**src/rtl/uart_tx_cfg_if.sv**
```systemverilog
// Upstream-facing bundle of the configurable UART transmitter: frame request,
// payload, frame format and the serial line with its status strobes.
interface uart_tx_cfg_if #(
  parameter int DATA_WIDTH = 8
);
  localparam int NBW = $clog2(DATA_WIDTH + 1);

  logic                  tx_start;
  logic [DATA_WIDTH-1:0] din;
  logic [NBW-1:0]        data_bits;
  logic [1:0]            parity_mode;
  logic                  stop_bits;
  logic                  tx;
  logic                  busy;
  logic                  tx_done;

  modport master (
    output tx_start, din, data_bits, parity_mode, stop_bits,
    input  tx, busy, tx_done
  );

  modport slave (
    input  tx_start, din, data_bits, parity_mode, stop_bits,
    output tx, busy, tx_done
  );
endinterface

```
**src/rtl/uart_tx_cfg.sv**
```systemverilog
// Runtime-configurable UART transmitter: 5..DATA_WIDTH data bits, optional
// even/odd parity, 1 or 2 stop bits, OS_RATE bclk ticks per serial bit.
module uart_tx_cfg #(
  parameter int DATA_WIDTH = 8,
  parameter int OS_RATE    = 16
) (
  input  logic         clk,
  input  logic         rst,
  input  logic         bclk,
  uart_tx_cfg_if.slave bus
);
  localparam int NBW = $clog2(DATA_WIDTH + 1);
  localparam int TW  = $clog2(OS_RATE);
  localparam int IW  = $clog2(DATA_WIDTH);

  typedef enum logic [2:0] {
    S_IDLE,
    S_START,
    S_DATA,
    S_PARITY,
    S_STOP
  } state_t;

  state_t                state_q, state_d;
  logic [TW-1:0]         tick_q, tick_d;
  logic [IW-1:0]         idx_q, idx_d;
  logic                  stop_idx_q, stop_idx_d;
  logic [DATA_WIDTH-1:0] din_q, din_d;
  logic [NBW-1:0]        nbits_q, nbits_d;
  logic                  par_en_q, par_en_d;
  logic                  par_q, par_d;
  logic                  stop2_q, stop2_d;
  logic                  tx_q, tx_d;
  logic                  busy_q, busy_d;
  logic                  done_q, done_d;

  logic [NBW-1:0]        nbits_clamp;
  logic                  par_xor;
  logic                  bit_end;
  logic                  idx_last;

  always_comb begin
    nbits_clamp = bus.data_bits;
    if (bus.data_bits < NBW'(5))
      nbits_clamp = NBW'(5);
    else if (bus.data_bits > NBW'(DATA_WIDTH))
      nbits_clamp = NBW'(DATA_WIDTH);
  end

  // Parity covers only the bits that will actually be sent.
  always_comb begin
    par_xor = 1'b0;
    for (int unsigned i = 0; i < DATA_WIDTH; i++) begin
      if (NBW'(i) < nbits_clamp)
        par_xor = par_xor ^ bus.din[i];
    end
  end

  assign bit_end  = bclk && (tick_q == TW'(OS_RATE - 1));
  assign idx_last = (NBW'(idx_q) == (nbits_q - NBW'(1)));

  always_comb begin
    state_d    = state_q;
    tick_d     = tick_q;
    idx_d      = idx_q;
    stop_idx_d = stop_idx_q;
    din_d      = din_q;
    nbits_d    = nbits_q;
    par_en_d   = par_en_q;
    par_d      = par_q;
    stop2_d    = stop2_q;
    done_d     = 1'b0;

    if (state_q != S_IDLE && bclk)
      tick_d = bit_end ? '0 : tick_q + TW'(1);

    case (state_q)
      S_IDLE: begin
        if (bus.tx_start) begin
          din_d      = bus.din;
          nbits_d    = nbits_clamp;
          par_en_d   = (bus.parity_mode == 2'b01) || (bus.parity_mode == 2'b10);
          par_d      = (bus.parity_mode == 2'b10) ? ~par_xor : par_xor;
          stop2_d    = bus.stop_bits;
          tick_d     = '0;
          idx_d      = '0;
          stop_idx_d = 1'b0;
          state_d    = S_START;
        end
      end
      S_START: begin
        if (bit_end)
          state_d = S_DATA;
      end
      S_DATA: begin
        if (bit_end) begin
          if (idx_last) begin
            idx_d   = '0;
            state_d = par_en_q ? S_PARITY : S_STOP;
          end else begin
            idx_d = idx_q + IW'(1);
          end
        end
      end
      S_PARITY: begin
        if (bit_end)
          state_d = S_STOP;
      end
      S_STOP: begin
        if (bit_end) begin
          if (stop2_q && !stop_idx_q) begin
            stop_idx_d = 1'b1;
          end else begin
            stop_idx_d = 1'b0;
            state_d    = S_IDLE;
            done_d     = 1'b1;
          end
        end
      end
      default: state_d = S_IDLE;
    endcase

    // tx is registered from the next state so the line tracks state with no lag.
    case (state_d)
      S_START:  tx_d = 1'b0;
      S_DATA:   tx_d = din_d[idx_d];
      S_PARITY: tx_d = par_d;
      default:  tx_d = 1'b1;
    endcase

    busy_d = (state_d != S_IDLE);
  end

  always_ff @(posedge clk) begin
    if (rst) begin
      state_q    <= S_IDLE;
      tick_q     <= '0;
      idx_q      <= '0;
      stop_idx_q <= 1'b0;
      din_q      <= '0;
      nbits_q    <= '0;
      par_en_q   <= 1'b0;
      par_q      <= 1'b0;
      stop2_q    <= 1'b0;
      tx_q       <= 1'b1;
      busy_q     <= 1'b0;
      done_q     <= 1'b0;
    end else begin
      state_q    <= state_d;
      tick_q     <= tick_d;
      idx_q      <= idx_d;
      stop_idx_q <= stop_idx_d;
      din_q      <= din_d;
      nbits_q    <= nbits_d;
      par_en_q   <= par_en_d;
      par_q      <= par_d;
      stop2_q    <= stop2_d;
      tx_q       <= tx_d;
      busy_q     <= busy_d;
      done_q     <= done_d;
    end
  end

  assign bus.tx      = tx_q;
  assign bus.busy    = busy_q;
  assign bus.tx_done = done_q;
endmodule

```
**src/flat_wrapper.sv**
```systemverilog
// flat-port wrapper written by rule: the top's interface ports become plain ports
module uart_tx_cfg_flat 
#(
  parameter int DATA_WIDTH = 8,
  parameter int OS_RATE    = 16
)
  (clk, rst, bclk, bus_tx_start, bus_din, bus_data_bits, bus_parity_mode, bus_stop_bits, bus_tx, bus_busy, bus_tx_done);
  uart_tx_cfg_if #(.DATA_WIDTH(DATA_WIDTH)) bus_i ();
  input  logic clk;
  input  logic rst;
  input  logic bclk;
  input wire logic [$bits(bus_i.tx_start)-1:0] bus_tx_start;
  input wire logic [$bits(bus_i.din)-1:0] bus_din;
  input wire logic [$bits(bus_i.data_bits)-1:0] bus_data_bits;
  input wire logic [$bits(bus_i.parity_mode)-1:0] bus_parity_mode;
  input wire logic [$bits(bus_i.stop_bits)-1:0] bus_stop_bits;
  output wire logic [$bits(bus_i.tx)-1:0] bus_tx;
  output wire logic [$bits(bus_i.busy)-1:0] bus_busy;
  output wire logic [$bits(bus_i.tx_done)-1:0] bus_tx_done;
  assign bus_i.tx_start = bus_tx_start;
  assign bus_i.din = bus_din;
  assign bus_i.data_bits = bus_data_bits;
  assign bus_i.parity_mode = bus_parity_mode;
  assign bus_i.stop_bits = bus_stop_bits;
  assign bus_tx = bus_i.tx;
  assign bus_busy = bus_i.busy;
  assign bus_tx_done = bus_i.tx_done;
  uart_tx_cfg #(.DATA_WIDTH(DATA_WIDTH), .OS_RATE(OS_RATE)) u_core (.clk(clk), .rst(rst), .bclk(bclk), .bus(bus_i));
endmodule
```
**config.mk**
```make
export PLATFORM = sky130hd
export DESIGN_NAME = uart_tx_cfg_flat
export DESIGN_NICKNAME = d
export VERILOG_FILES = /design/src/rtl/uart_tx_cfg_if.sv /design/src/rtl/uart_tx_cfg.sv /design/src/flat_wrapper.sv
export SDC_FILE = /design/constraint.sdc
export NUM_CORES = 1
export LEC_CHECK = 0
export ABC_AREA = 1
export ABC_CLOCK_PERIOD_IN_PS = 2200
export CORE_MARGIN = 3
export CORE_UTILIZATION = 54
export CTS_CLUSTER_SIZE = 16
export DETAILED_ROUTE_END_ITERATION = 12
export HOLD_SLACK_MARGIN = 0.15
export PLACE_DENSITY = 0.74
export SETUP_SLACK_MARGIN = 0.05
export SLEW_MARGIN = 0
export SYNTH_ARGS = -nofsm -noshare
export SYNTH_HDL_FRONTEND = slang
export SYNTH_SLANG_ARGS = --single-unit
```
**constraint.sdc**
```tcl
create_clock -name clk -period 2.2 [get_ports clk]
set_clock_uncertainty 0.15 [all_clocks]
set_input_delay 0.22 -clock clk [delete_from_list [all_inputs] [get_ports clk]]
set_output_delay 0.22 -clock clk [all_outputs]
set_load 0.05 [all_outputs]
```
==> flow_summary_export.csv <==
group,metric,value,unit
run_status,status,"finished clean",
clock_tree,htree_num_levels,2,
global_routing,overflow,0,
layout,insertedDiodeCount,0,
placement,detailed_placer_s_ending_hpwl,2560,µm
yosys,syn_avg_cell_area,6.83,µm²
min_path,min_path_cells,2,
floorplanning,rows,19,
setup_path,worst_setup_path_start_kind,"register",
clock_tree,worst_setup_hold_path_clk_slew,80,ps
timing,finalHoldViolations,0,
global_routing,grt_antenna_before_repair,0,
yosys,area_share_of_fa_ha_maj_cells_after_synthesis,3.00,%
floorplanning,chipWidth,61.6,µm
clock_tree,cts_hold_buffers,0,
layout,layout.cells.most_common_list,"56 x sky130_fd_sc_hd__nand2_1, 40 x sky130_fd_sc_hd__inv_1, 27 x sky130_fd_sc_hd__dfxtp_1, 26 x sky130_fd_sc_hd__nor2_1, 21 x sky130_fd_sc_hd__clkdlybuf4s50_1",
global_routing,grt.total_usage,20.2,%
clock_tree,ctsLongestPathBuffers,2,
timing,period_minus_slack,2040,ps
global_routing,grt_busiest_layer,"met2",
run,cap_violations,0,
floorplanning,die-area,0.00379,mm²
layout,area_delta_synth_final,21.9,%
layout,fillers,261,
timing,slew_headroom,66.8,%
setup_path,path_max_fanout,5,
yosys,synth.area.mux_share,0,%
setup_path,arrival_time_at_the_worst_endpoint,2120,ps
routing,firstDrtPassIters,4,
global_routing,global_route_met3_utilization,6.92,%
yosys,synth_largest_area_cell,"sky130_fd_sc_hd__dfxtp_1",
global_routing,number_of_global_route_vias_before_repair,1348,
clock_tree,cts_buffers,5,
global_routing,global_route.usage.met2,33.2,%
yosys,synth_simple_gate_area_share,33.9,%
setup_path,cp-end-kind,"register",
yosys,main_combinational_cell_family_by_area_after_synthesis,"simple AND/OR/NAND/NOR gates",
clock_tree,cts-root-buf,"sky130_fd_sc_hd__clkbuf_4",
yosys,synth-seq-cells,29,
routing,drt-wirelength-per-cell,11.6,µm
placement,portBuffers,21,
timing,worstMarginPinSlew,497,ps
yosys,postSynthCellCount,244,
routing,route.final.wire_length,3530,µm
timing,slew_viol_final,0,
min_path,hold_path_class,"register to register",
yosys,synth_largest_type_area_fraction,34.8,%
layout,mostFrequentLayoutCell,"sky130_fd_sc_hd__nand2_1",
layout,multi_input_comb_area,942,µm²
timing,fmax,491,MHz
yosys,synth_xor_area_share,4.73,%
floorplanning,core,0.00285,mm²
setup_path,critical_path_class,"register to register",
yosys,netlist_top_cells_area,"sky130_fd_sc_hd__dfxtp_1 35%, sky130_fd_sc_hd__nand2_1 13%, sky130_fd_sc_hd__inv_1 9.5%",
floorplanning,start_util,58.4,%
routing,drt_iter0_drc,68,
layout,share_of_layout_cells_above_drive_strength_1,13.6,%
routing,final_antenna_net_count,0,
timing,final.setup.tns,0,ps
global_routing,pin_count_of_the_biggest_net_entering_global_routing,26,
yosys,synth_compound_area_share,11.9,%
floorplanning,die_height,61.6,µm
setup_path,worst_r2r_path_depth,12,
routing,drc,0,
timing,period_share,92.6,%
timing,final-setup-viol-count,0,
clock_tree,clkLatencyLatePin,330,ps
placement,finalWeightedCongestion,0.791,
clock_tree,cts_sinks,29,
routing,viasPerCell,5.17,
yosys,synth.cell_area,0.00167,mm²
power,power.ir.vdd_worst,0.504,mV
yosys,netlist-cell-type-count,35,
power,pwr_density_cell,549,mW/mm²
yosys,syn_nets,267,
layout,nNetsFinal,296,
routing,via_count,1571,
power,power.leakage,0.948,nW
setup_path,worst-endpoint-required,2280,ps
yosys,synth_warnings,0,
layout,seq_area,583,µm²
global_routing,grt_pass1_wl,5550,µm
global_routing,global_route.usage.met1,24.2,%
clock_tree,tritoncts,"built",
timing,hold_ws,320,ps
yosys,part_of_the_yosys_area_used_for_sequential_elements,34.8,%
floorplanning,ios,22,
timing,grt_setup_unrepaired,"false",
## per-layer routing
layer  vias to the layer above  part of all wire, %  wire [µm]
met5                         -                    0          0
met4                         0                  2.2         78
met3                         9                  4.5        158
met2                        30                   49       1720
met1                       697                   44       1570
li1                        835                    -          -
## report_power, final
group          internal, mW  total [mW]  leakage, nW  switching [mW]
Clock                 0.150       0.325       0.0314           0.174
Sequential            0.550       0.562        0.238          0.0119
Combinational        0.0967       0.228        0.678           0.131
## sequential cells by signal (all words and copies together) (netlist names)
signal              count
u_core.idx_q            3
u_core.par_en_q         1
u_core.state_q          3
u_core.bus.busy         1
u_core.din_q            8
u_core.stop2_q          1
u_core.stop_idx_q       1
u_core.bus.tx_done      1
u_core.nbits_q          4
u_core.bus.tx           1
u_core.tick_q           4
u_core.par_q            1
## logic make-up after synthesis
group | Yosys count
AOI/OAI and AO/OA | 35
xor gates and xnor gates | 9
adders and majority gates | 4
buffers and inverters | 48
DFF | 29
and+or+nand+nor | 119
## worst max-delay path: stages (launching register included)
cell                      delay (ps)
sky130_fd_sc_hd__dfxtp_2         360
sky130_fd_sc_hd__inv_4            50
sky130_fd_sc_hd__ha_4            210
sky130_fd_sc_hd__xnor2_2         130
sky130_fd_sc_hd__nor2_2          150
sky130_fd_sc_hd__nand3_2         130
sky130_fd_sc_hd__or3_4           430
sky130_fd_sc_hd__nand2_4         100
sky130_fd_sc_hd__inv_1            50
sky130_fd_sc_hd__nand2_1          50
sky130_fd_sc_hd__inv_1            40
sky130_fd_sc_hd__nand3_2          60
sky130_fd_sc_hd__nand2_1          40
## Yosys cell counts (all sizes together)
cell,instances
nand2,62
inv,43
dfxtp,29
nor2,29
o21ai,20
nand3,16
a21oi,6
nor3,5
xnor2,5
ha,4
nand4,4
xor2,4
buf,2
clkbuf,2
o22ai,2
a211oi,1
a31oi,1
clkinv,1
nand3b,1
o211a,1
o211ai,1
o21a,1
o31ai,1
o32ai,1
or2,1
or3,1
## final timing paths
path	start	slack [ps]	to
worst max-delay path	u_core.nbits_q[0]	160	u_core.bus.tx
worst min-delay path	u_core.stop2_q	320	u_core.stop2_q
worst max register to register	u_core.nbits_q[0]	160	u_core.bus.tx
worst min register to register	u_core.stop2_q	320	u_core.stop2_q
## cell type report
| type | count | area share (%) |
|---|---|---|
| multi-input cells | 168 | 46.4 |
| flip-flops and latches | 29 | 28.7 |
| inverters | 44 | 8.50 |
| clock buffers | 7 | 2.71 |
| repair buffers | 25 | 11.8 |
| well taps | 31 | 1.91 |
## metrics by stage
step                      std cells  setup WS (ps)  total power [mW]  util (%)  cell area [µm²]
after floorplan                 244            253             0.719         -             1670
after global placement          295            105             0.787      67.1             1910
after detailed placement        295           58.3             0.789      67.1             1910
after CTS                       302           84.1              1.11      69.0             1970
after global routing            304           34.5              1.19      71.2             2030
final                           304            163              1.11      71.2             2030
## timing repair
item                                    in CTS  in global routing
buffers inserted                             0                  1
hold endpoints to repair                     0                  0
resized for setup                            0                 13
endpoints found under the setup margin       0                  2
No activity file was read; power rests on OpenSTA's default activity.
